===== src/rtl/arith_pkg.sv =====
// Shared arithmetic-datapath definitions.
// Provides the divider FSM state encoding and the default operand width.
package arith_pkg;

   localparam int unsigned DivWidthDefault = 4;

   typedef enum logic [1:0] {
      StIdle = 2'b00,
      StBusy = 2'b01,
      StDone = 2'b10
   } div_state_e;

endpackage


===== src/rtl/borrow_look_ahead_subtractor.sv =====
// Combinational borrow look-ahead subtractor: diff = minuend - subtrahend - bin.
// Ports:
//   minuend, subtrahend : WIDTH-bit operands
//   bin                 : borrow in
//   diff                : WIDTH-bit difference
//   bout                : borrow out (1 when the result went negative)
module borrow_look_ahead_subtractor #(
   parameter int unsigned WIDTH = 5
) (
   input  logic [WIDTH-1:0] minuend,
   input  logic [WIDTH-1:0] subtrahend,
   input  logic             bin,
   output logic [WIDTH-1:0] diff,
   output logic             bout
);

   logic [WIDTH-1:0] gen;
   logic [WIDTH-1:0] prop;
   logic [WIDTH:0]   borrow;
   logic             acc;
   logic             chain;

   // A bit generates a borrow when a=0,b=1 and passes one through when a==b.
   assign gen  = ~minuend & subtrahend;
   assign prop = ~(minuend ^ subtrahend);

   // Each borrow is a flat sum of products over lower generates, not a ripple.
   always_comb begin
      borrow    = '0;
      acc       = 1'b0;
      chain     = 1'b1;
      borrow[0] = bin;
      for (int i = 1; i <= int'(WIDTH); i++) begin
         acc   = 1'b0;
         chain = 1'b1;
         for (int j = i - 1; j >= 0; j--) begin
            acc   = acc | (chain & gen[j]);
            chain = chain & prop[j];
         end
         borrow[i] = acc | (chain & bin);
      end
   end

   assign diff = minuend ^ subtrahend ^ borrow[WIDTH-1:0];
   assign bout = borrow[WIDTH];

endmodule


===== src/rtl/seq_restoring_divider.sv =====
// Multi-cycle unsigned restoring divider, one quotient bit per clock.
// Ports:
//   clk, rst_n          : clock, asynchronous active-low reset
//   start               : launch request, sampled only while idle
//   dividend, divisor   : operands, captured when start is accepted
//   busy                : high while iterating
//   done                : one-cycle pulse when results are updated
//   quotient, remainder : registered results, held until the next done
//   div_by_zero         : set alongside done when the divisor was zero
module seq_restoring_divider
   import arith_pkg::*;
#(
   parameter int unsigned WIDTH = DivWidthDefault
) (
   input  logic             clk,
   input  logic             rst_n,
   input  logic             start,
   input  logic [WIDTH-1:0] dividend,
   input  logic [WIDTH-1:0] divisor,
   output logic             busy,
   output logic             done,
   output logic [WIDTH-1:0] quotient,
   output logic [WIDTH-1:0] remainder,
   output logic             div_by_zero
);

   localparam int unsigned CntW = $clog2(WIDTH + 1);

   div_state_e state_q, state_d;

   logic [WIDTH-1:0] q_q, q_d;      // dividend shifting out, quotient shifting in
   logic [WIDTH-1:0] d_q, d_d;
   logic [WIDTH:0]   r_q, r_d;      // partial remainder
   logic [CntW-1:0]  cnt_q, cnt_d;
   logic [WIDTH-1:0] quot_q, quot_d;
   logic [WIDTH-1:0] rem_q, rem_d;
   logic             dbz_q, dbz_d;

   logic [WIDTH:0]   r_shift;
   logic [WIDTH:0]   trial;
   logic             trial_borrow;
   logic [WIDTH:0]   r_next;
   logic [WIDTH-1:0] q_next;
   logic             last_iter;

   // R stays below D after every step, so its top bit never survives a shift.
   logic unused_r_msb;
   assign unused_r_msb = r_q[WIDTH];

   assign r_shift   = {r_q[WIDTH-1:0], q_q[WIDTH-1]};
   assign last_iter = (cnt_q == CntW'(1));

   borrow_look_ahead_subtractor #(
      .WIDTH(WIDTH + 1)
   ) u_sub (
      .minuend   (r_shift),
      .subtrahend({1'b0, d_q}),
      .bin       (1'b0),
      .diff      (trial),
      .bout      (trial_borrow)
   );

   // Restore (keep the shifted value) when the trial subtraction underflows.
   assign r_next = trial_borrow ? r_shift : trial;
   assign q_next = {q_q[WIDTH-2:0], ~trial_borrow};

   // State register.
   always_ff @(posedge clk or negedge rst_n) begin
      if (!rst_n) begin
         state_q <= StIdle;
      end else begin
         state_q <= state_d;
      end
   end

   // Next-state logic.
   always_comb begin
      state_d = state_q;
      unique case (state_q)
         StIdle: begin
            if (start) begin
               state_d = (divisor == '0) ? StDone : StBusy;
            end
         end
         StBusy: begin
            if (last_iter) begin
               state_d = StDone;
            end
         end
         StDone:  state_d = StIdle;
         default: state_d = StIdle;
      endcase
   end

   // Outputs decoded from the registered state only.
   always_comb begin
      busy = (state_q == StBusy);
      done = (state_q == StDone);
   end

   // Datapath next-state.
   always_comb begin
      q_d    = q_q;
      d_d    = d_q;
      r_d    = r_q;
      cnt_d  = cnt_q;
      quot_d = quot_q;
      rem_d  = rem_q;
      dbz_d  = dbz_q;
      unique case (state_q)
         StIdle: begin
            if (start) begin
               q_d   = dividend;
               d_d   = divisor;
               r_d   = '0;
               cnt_d = CntW'(WIDTH);
               if (divisor == '0) begin
                  quot_d = '1;
                  rem_d  = dividend;
                  dbz_d  = 1'b1;
               end
            end
         end
         StBusy: begin
            q_d   = q_next;
            r_d   = r_next;
            cnt_d = cnt_q - CntW'(1);
            if (last_iter) begin
               quot_d = q_next;
               rem_d  = r_next[WIDTH-1:0];
               dbz_d  = 1'b0;
            end
         end
         default: ;
      endcase
   end

   always_ff @(posedge clk or negedge rst_n) begin
      if (!rst_n) begin
         q_q    <= '0;
         d_q    <= '0;
         r_q    <= '0;
         cnt_q  <= '0;
         quot_q <= '0;
         rem_q  <= '0;
         dbz_q  <= 1'b0;
      end else begin
         q_q    <= q_d;
         d_q    <= d_d;
         r_q    <= r_d;
         cnt_q  <= cnt_d;
         quot_q <= quot_d;
         rem_q  <= rem_d;
         dbz_q  <= dbz_d;
      end
   end

   assign quotient    = quot_q;
   assign remainder   = rem_q;
   assign div_by_zero = dbz_q;

endmodule


===== config.mk =====
export PLATFORM = sky130hd
export DESIGN_NAME = seq_restoring_divider
export DESIGN_NICKNAME = d
export VERILOG_FILES = /design/src/rtl/arith_pkg.sv /design/src/rtl/borrow_look_ahead_subtractor.sv /design/src/rtl/seq_restoring_divider.sv
export SDC_FILE = /design/constraint.sdc
export NUM_CORES = 1
export LEC_CHECK = 0
export BUFFER_PORTS_ARGS = -buffer_cell sky130_fd_sc_hd__buf_2
export CAP_MARGIN = 30
export CORE_MARGIN = 1.5
export CORE_UTILIZATION = 40
export DETAILED_ROUTE_END_ITERATION = 16
export PLACE_DENSITY = 0.7
export SKIP_CTS_REPAIR_TIMING = 1
export SYNTH_ARGS = -nofsm -noshare
export SYNTH_HDL_FRONTEND = slang
export SYNTH_SLANG_ARGS = --single-unit

===== constraint.sdc =====
create_clock -name clk -period 1.9 [get_ports clk]
set_input_delay 0.095 -clock clk [delete_from_list [all_inputs] [get_ports clk]]
set_output_delay 0.095 -clock clk [all_outputs]
set_load 0.01 [all_outputs]

After elaboration in Yosys (flattened, before gate mapping)
Cells that the tools add are included.

word-level totals
  bits in registers = 26
  input bits = 11
  output and inout bits = 11
  logic and storage cells = 69

operators by class
  add/subtract/negate cells = 1
  eq/ne operators = 6
  mux-type cells = 23
  bitwise operators = 24
  reductions and logical operators = 7

operators with widths
  cell                                               number
  two-way mux 4 bit                                  9
  case mux 4 bit (2 select lines)                    4
  bitwise AND 1 bit                                  11
  inverter 5 bit                                     2
  OR 1 bit                                           7
  two-way mux 2 bit                                  3
  case mux 3 bit (2 select lines)                    1
  AND reduction 2 bit                                3
  bitwise AND 5 x 4 -> 5 bit                         1
  XOR 5 x 4 -> 5 bit                                 1
  logical NOT 4 bit                                  1
  != test 2 bit (second input constant)              2
  case mux 2 bit (2 select lines)                    1
  AND reduction 4 bit                                1
  XOR 4 bit                                          1
  == test 3 x 1 -> 1 bit (second input constant)     1
  two-way mux 1 bit                                  3
  two-way mux 3 bit                                  1
  subtractor 3 x 1 -> 3 bit (second input constant)  1
  == test 2 x 1 -> 1 bit (second input constant)     1
  == test 2 bit (second input constant)              1
  logical NOT 2 bit                                  1
  != test 2 x 1 -> 1 bit (second input constant)     1
  case mux 1 bit (2 select lines)                    1
  other kinds (2)                                    2

Depth between registers and ports, before layout
Gate-level depths: netlist of the first run.

  depth after elaboration = 10
  gate-level depth with buffers = 8
  depth with buffers taken out = 8

Modules after synthesis
From an unflattened synthesis of the first run, not the netlist that was laid out.

second synthesis, totals
  cell total of the unflattened synthesis = 136
  area, all modules = 1,447.6 um^2

modules (own cells, without submodules)
  module                        instances  cells an instance  area each (um^2)  seq. area each (um^2)
  seq_restoring_divider         1          108                1,226.2           650.6
  borrow_look_ahead_subtractor  1          28                 221.5             0.0

Worst setup path before layout of the first run
Ideal clock, no wire load.

  kind = flip-flop to flip-flop
  start point = reg r_q[0]
  end point = reg rem_q[3] (netlist: remainder[3])
  library setup time = 0.132 ns
  arrival time = 1.511 ns
  data required time = 1.768 ns
  setup slack = 0.257 ns
  cell stages (with the launch flop) = 8
  path buffers = 0
  period minus slack after synthesis = 1.643 ns
  cells stage by stage = dfrtp_1 > inv_1 > ha_1 > a21o_1 > a21oi_1 > xor2_1 > a211oi_1 > o21ai_0

between the ends
  word-level cells in the longest chain between the ends = 9
  elaborated cells between the ends (all ways) = 18
  those cells by class = mux (3); bitwise (15)

RTL lines
  element                                                              RTL line                                                                RTL
  from (decl)                                                          seq_restoring_divider.sv:33                                             logic [WIDTH:0] r_q, r_d;
  from (signal assigned)                                               seq_restoring_divider.sv:150                                            r_q <= r_d;
  inverter 5 bit / XOR 5 x 4 -> 5 bit (equally long branches)          n/a
  bitwise AND 5 x 4 -> 5 bit / inverter 5 bit (equally long branches)  borrow_look_ahead_subtractor.sv:24, borrow_look_ahead_subtractor.sv:25
  bitwise AND 1 bit, on equally long branches                          borrow_look_ahead_subtractor.sv:37, borrow_look_ahead_subtractor.sv:38
  OR 1 bit / bitwise AND 1 bit (equally long branches)                 borrow_look_ahead_subtractor.sv:37                                      acc = acc | (chain & gen[j]);
  OR 1 bit                                                             borrow_look_ahead_subtractor.sv:37
  XOR 4 bit                                                            borrow_look_ahead_subtractor.sv:44                                      assign diff = minuend ^ subtrahend ^ borrow[WIDTH-1:0];
  two-way mux 4 bit *                                                  seq_restoring_divider.sv:64                                             assign r_next = trial_borrow ? r_shift : trial;
  two-way mux 4 bit *                                                  seq_restoring_divider.sv:128                                            if (last_iter) begin
  case mux 4 bit (2 select lines) *                                    seq_restoring_divider.sv:110                                            unique case (state_q)
  to (signal assigned)                                                 seq_restoring_divider.sv:153                                            rem_q <= rem_d;
  to (decl)                                                            seq_restoring_divider.sv:36                                             logic [WIDTH-1:0] rem_q, rem_d;

Every way passes the cells marked *; elsewhere a longest branch is shown, timed or not. The select of a mux whose other input is x is not followed.
A chain may end at the register's enable or synchronous reset.

Worst setup path in the final report of the first run
  start point = reg r_q[2]
  end point = reg rem_q[1] (netlist: remainder[1])

between the ends
  word-level cells in the longest chain between the ends = 10
  elaborated cells between the ends (all ways) = 18
  those cells by class = mux (3); bitwise (15)

RTL lines
  element                                                              RTL line
  inverter 5 bit / XOR 5 x 4 -> 5 bit (equally long branches)          n/a
  bitwise AND 5 x 4 -> 5 bit / inverter 5 bit (equally long branches)  borrow_look_ahead_subtractor.sv:24, borrow_look_ahead_subtractor.sv:25
  bitwise AND 1 bit, on equally long branches                          borrow_look_ahead_subtractor.sv:37, borrow_look_ahead_subtractor.sv:38
  OR 1 bit, or another cell as far along (2 in series)                 borrow_look_ahead_subtractor.sv:37
  OR 1 bit / bitwise AND 1 bit (equally long branches)                 borrow_look_ahead_subtractor.sv:37
  OR 1 bit *                                                           borrow_look_ahead_subtractor.sv:37
  two-way mux 4 bit *                                                  seq_restoring_divider.sv:64
  two-way mux 4 bit *                                                  seq_restoring_divider.sv:128
  case mux 4 bit (2 select lines) *                                    seq_restoring_divider.sv:110

Marks and branches as above.

==> impl_metrics.toml, run 1 <==
[timing]
worst-slew-pin-transition_ps = 594.1
timing.final.hold_violations = 0
hold-worst-slack_ps = 5.821
final_critical_path_time_including_i_o_delays_and_setup_ps = 1841
setup_slack_ps = 59.41
report.final.slew_viol_count = 0
timing.clock.skew_ps = 2.702
achievable-frequency_mhz = 543.3
finalSetupViolations = 0
period_share_pct = 96.87
timing.max_slew.rel_slack_pct = 60.39

[placement]
finalWeightedCongestion = 0.8068
post-place-ws_ps = -16.70
place_area_um2 = 1505
hpwl_um = 2001
io_buffer_count = 21

[logic_synthesis]
syn-mean-instance-area_um2 = 9.863
synth_nets = 155
yosys.area.top_type = "dfrtp_1"
cells_after_synth = 137
yosys_register_bits = 26
synthDominantCellAreaShare_pct = 48.15
post_synth_main_area_contributors = "dfrtp_1, nand2_1, ha_1"
synth_warnings = 0
number_of_distinct_library_cell_variants_in_the_gate_level_netlist_after_synthesis = 36
synth_seq_area_share_pct = 48.15
most_instantiated_cells_after_synthesis = "dfrtp_1, nand2_1, inv_1, nor2_1"
dominantRegCellSynth = "dfrtp_1"
syn_area_um2 = 1351
synth.most_common_cell = "dfrtp_1"
synth-edff-count = 0
ys_async_sr_fraction_pct = 100.0

[setup_path]
r2r_cells = 7
r2r_end = "remainder[1]$_DFFE_PN0P_"
critical_path_required_ps = 2130
worst_setup_path_end_kind = "register"
critical_path.reg2reg.startpoint = "r_q[2]$_DFFE_PN0P_"
worstPathMaxFanout = 7
start_kind = "register"
critPathKind = "reg -> reg"
reg2reg_setup_slack_ps = 60
arrival_ps = 2070
timing.critical_path.to = "remainder[1]$_DFFE_PN0P_"
crit_path_start = "r_q[2]$_DFFE_PN0P_"

[grt]
gr_met1_demand_resource_pct = 20.73
globalRoute.totalOverflow = 0
global_route.usage.met3_pct = 2.521
first_global_vias = 1016
gr-usage-met2_pct = 25.68
track_usage_pct = 15.65
grt_most_used_layer = "met2"
antenna_found_initial = 0
grt_pass1_wl_um = 4353
grt_max_degree = 27

[clock_tree]
cts_max_path_buffers = 2
clk_latency_ps = 310
tritoncts.num_buffers = 3
clk_sink_count = 26
htree_num_levels = 1
clk_transition_reported_paths_ps = 140
ctsRootBufferMaster = "clkbuf_4"
tritoncts = "done"

[drt]
first_iter_violations = 44
num_vias = 1051
routed_wire_length_per_instance_um = 13.29
drt_pre_antenna_iters = 4
route.antenna.remaining_nets = 0
avgViaCountPerCell = 5.053
post_route_drc = 0
drt-total-wl_um = 2765

[finish]
reg_area_um2 = 650.6
combined_area_of_the_multi_input_logic_cells_um2 = 659.4
n_antenna_cell = 0
design_area_um2 = 1592
drive_gt1_share_pct = 26.22
syn2layout_area_growth_pct = 17.78
utilization_pct = 50.88
fillerInstances = 290
final_nets = 183

[floorplanning]
die_outline_height_um = 61.12
floorplan.core_area_um2 = 3128
start_util_pct = 43.20
die_x_um = 61.12
io_pins = 22
core.rowCount = 20
die_area_um2 = 3736

[pwr]
leakagePower_uw = 0.0007375
vdd.ir_drop.worst_mv = 0.8329
pwr_density_cell_nw_per_um2 = 1873

[flow_run]
max_cap_violation_count = 0

[min_path]
hold_path.class = "in -> reg"

[run_status]
run_status = "finished, final reports clean"
[layer usage]
metal	part of all wire, %	wire [um]
met5	0	0
met4	0.87	24
met2	50	1383
met1	45	1243
met3	4.1	114
[cell type report]
| class | count | share of cell area [%] |
|---|---|---|
| multi-input combinational | 97 | 41.43 |
| sequential | 26 | 40.88 |
| clock buffer | 4 | 2.280 |
| timing repair buffer | 27 | 9.591 |
| inverter | 10 | 2.358 |
| tap | 44 | 3.459 |
[stage by stage]
step                      TNS (ps)  instances  power (uW)
after floorplan                  0        137        2138
after global placement           0        201        2484
after detailed placement    -16.70        201        2536
after CTS                   -85.14        205        2830
after global routing        -23.71        208        3243
final                            0        208        2981
[report_power, final]
group | internal, uW | switching [uW]
sequential | 816 | 172
clock | 117 | 163
combinational | 752 | 960
[registers in the layout, summed over array words and instances (netlist names)]
| register | flops |
|---|---|
| remainder | 4 |
| r_q | 4 |
| cnt_q | 3 |
| state_q | 2 |
| quotient | 4 |
| d_q | 4 |
| q_q | 4 |
| div_by_zero | 1 |
[critical path: stages (launching register included)]
cell and delay, ps:
dfrtp_1 390, inv_1 60, ha_2 380, and3b_2 230, o2bb2ai_4 170, mux2i_1 270
o211ai_1 120, o21a_1 130
[cells by family (layout without fill, tap and decap cells)]
kind of cell / after synthesis / count (layout) / synth area share (%)
AOI/OAI and AO/OA: 36 / 36 / 18.61
xor gates and xnor gates: 2 / 2 / 1.297
adders and majority gates: 7 / 7 / 7.037
buffers and inverters: 14 / 41 / 4.907
DFF: 26 / 26 / 48.15
muxes: 3 / 3 / 2.315
and+or+nand+nor: 49 / 49 / 17.69
[cell usage in the layout (no fill, tap or decap), types with 2 or more instances in the layout]
cell	synthesis	layout
dfrtp_1	26	26
nand2_1	25	25
buf_2	2	21
inv_1	10	10
nor2_1	10	10
o21ai_0	8	8
a21oi_1	8	7
ha_1	6	5
buf_4	0	5
a21o_1	4	4
nor2b_1	3	3
a21oi_2	2	3
a31oi_1	3	3
clkbuf_4	0	3
xor2_1	2	2
nand3_1	2	2
a211oi_2	1	2
and2_1	2	2
mux2i_1	2	2
o21a_1	2	2
[worst min-delay path by stage]
stage               cells past startpoint        from              endpoint  slack [ps]
finish                                  3  divisor[2]    d_q[2]$_DFFE_PN0P_           6
global route                            3  divisor[0]    d_q[0]$_DFFE_PN0P_          10
CTS                                     1       rst_n    d_q[2]$_DFFE_PN0P_        -230
detailed placement                      1       rst_n    d_q[2]$_DFFE_PN0P_         130
global placement                        1       rst_n    d_q[2]$_DFFE_PN0P_         120
floorplan                               0       rst_n  cnt_q[0]$_DFFE_PN0P_        -200
No activity file was read; power rests on OpenSTA's default activity.
==> run 2: changes to the inputs <==
--- a/config.mk
+++ b/config.mk
@@ -11,6 +11,7 @@
 export CORE_UTILIZATION = 40
 export DETAILED_ROUTE_END_ITERATION = 16
 export PLACE_DENSITY = 0.7
+export RECOVER_POWER = 50
 export SKIP_CTS_REPAIR_TIMING = 1
 export SYNTH_ARGS = -nofsm -noshare
 export SYNTH_HDL_FRONTEND = slang
==> constraint.sdc (replaced) <==
create_clock -name clk -period 1.9 [get_ports clk]
set_input_delay 0.095 -clock clk [delete_from_list [all_inputs] [get_ports clk]]
set_output_delay 0.095 -clock clk [all_outputs]
set_load 0.1 [all_outputs]
==> impl_metrics.toml, run 2 (same netlist as run 1, synthesis figures left out) <==
[finish]
syn2layout_area_growth_pct = 18.89
final_cell_mix = "dfrtp_1, nand2_1, buf_2"
drive_gt1_share_pct = 24.39
final_nets = 183
n_antenna_cell = 0
layout.cells.most_common = "dfrtp_1"

[floorplanning]
core.rowCount = 20
die_outline_height_um = 61.12
die_x_um = 61.12
start_util_pct = 43.20
io_pins = 22
floorplan.core_area_um2 = 3128
die_area_um2 = 3736

[drt]
route.antenna.remaining_nets = 0
post_route_drc = 0
avgViaCountPerCell = 4.976
drt-total-wl_um = 2645
routed_wire_length_per_instance_um = 12.72
num_vias = 1035
first_iter_violations = 35
drt_pre_antenna_iters = 4

[setup_path]
critPathKind = "reg -> reg"
worst_setup_path_end_kind = "register"
start_kind = "register"
critical_path_required_ps = 2130
r2r_end = "remainder[1]$_DFFE_PN0P_"
arrival_ps = 2040
r2r_cells = 7
crit_path_start = "r_q[2]$_DFFE_PN0P_"
crit_path_cell_trace = "inv_1, ha_2, and3b_1, o2bb2ai_4, mux2i_2, o211ai_1, o21a_1"
cpMaxStageDelayCell = "dfrtp_1"
worstPathMaxFanout = 7
critical_path.reg2reg.startpoint = "r_q[2]$_DFFE_PN0P_"
crit_family = "compound AO/OA/AOI/OAI gates"
reg2reg_setup_slack_ps = 90
crit_path_max_incr_delay_ps = 380
cp_num_buf_inv = 1

[timing]
final_critical_path_time_including_i_o_delays_and_setup_ps = 1812
worst-slew-pin-transition_ps = 1410
timing.clock.skew_ps = 1.607
achievable-frequency_mhz = 551.8
period_share_pct = 95.38
timing.final.hold_violations = 0
report.final.slew_viol_count = 0
timing.max_slew.rel_slack_pct = 5.993
setup-tns-final_ps = 0
finalSetupViolations = 0

[placement]
finalWeightedCongestion = 0.8214
io_buffer_count = 21
hpwl_um = 1985

[grt]
first_global_vias = 940
globalRoute.totalOverflow = 0
antenna_found_initial = 0
grt_pass1_wl_um = 4209
track_usage_pct = 15.35
grt_max_degree = 27

[clock_tree]
clk_transition_reported_paths_ps = 140
htree_num_levels = 1
tritoncts.num_buffers = 3
clk_sink_count = 26
clk_latency_ps = 320
ctsRootBufferMaster = "clkbuf_4"
tritoncts = "done"
cts_max_path_buffers = 2

[flow_run]
max_cap_violation_count = 0

[min_path]
worst_hold_path_depth = 3
hold_path.class = "in -> reg"
worst_hold_launch = "divisor[0]"
timing.hold.worst_endpoint = "d_q[0]$_DFFE_PN0P_"

[run_status]
run_status = "finished, final reports clean"
run 2: layout make-up:
cell class / count / area, um^2
Timing Repair Buffer: 27 / 168.9
Inverter: 10 / 37.54
Clock buffer: 4 / 36.28
Multi-Input combinational cell: 97 / 658.1
Tap cell: 44 / 55.05
Fill cell: 287 / 1521
Sequential cell: 26 / 650.6
run 2: worst max-delay path by stage:
stage / end / slack (ps) / cells past startpoint
floorplan: done / 30 / 1
global placement: remainder[3]$_DFFE_PN0P_ / 10 / 7
detailed placement: remainder[3]$_DFFE_PN0P_ / -30 / 7
CTS: remainder[3]$_DFFE_PN0P_ / -50 / 7
global route: remainder[3]$_DFFE_PN0P_ / -7 / 6
finish: remainder[1]$_DFFE_PN0P_ / 90 / 7
run 2: layer usage:
layer | global-route usage [%] | wire, um
met2 | 24.92 | 1336
met1 | 21.15 | 1224
met4 | 5.590 | 15
met5 | 0 | 0
met3 | 1.891 | 69
run 2: worst reg2reg max path, stage by stage (launching register included):
cell       delay [ps]
dfrtp_1           380
inv_1              60
ha_2              380
and3b_1           220
o2bb2ai_4         180
mux2i_2           280
o211ai_1          110
o21a_1            130
run 2: through the flow:
step / hold slack, ps / instances / cell area, um^2 / util (%) / setup WS (ps)
after floorplan: -200.6 / 137 / 1351 / - / 28.82
after global placement: 119.5 / 201 / 1520 / 48.60 / 13.26
after detailed placement: 135.2 / 201 / 1520 / 48.60 / -27.93
after CTS: -232.4 / 205 / 1556 / 49.76 / -50.86
after global routing: 10.79 / 208 / 1607 / 51.36 / -6.866
final: 12.62 / 208 / 1607 / 51.36 / 87.69
Power of run 2 is not shown: default switching activity piles up to over one toggle a cycle in this logic, so the estimate is an artifact.
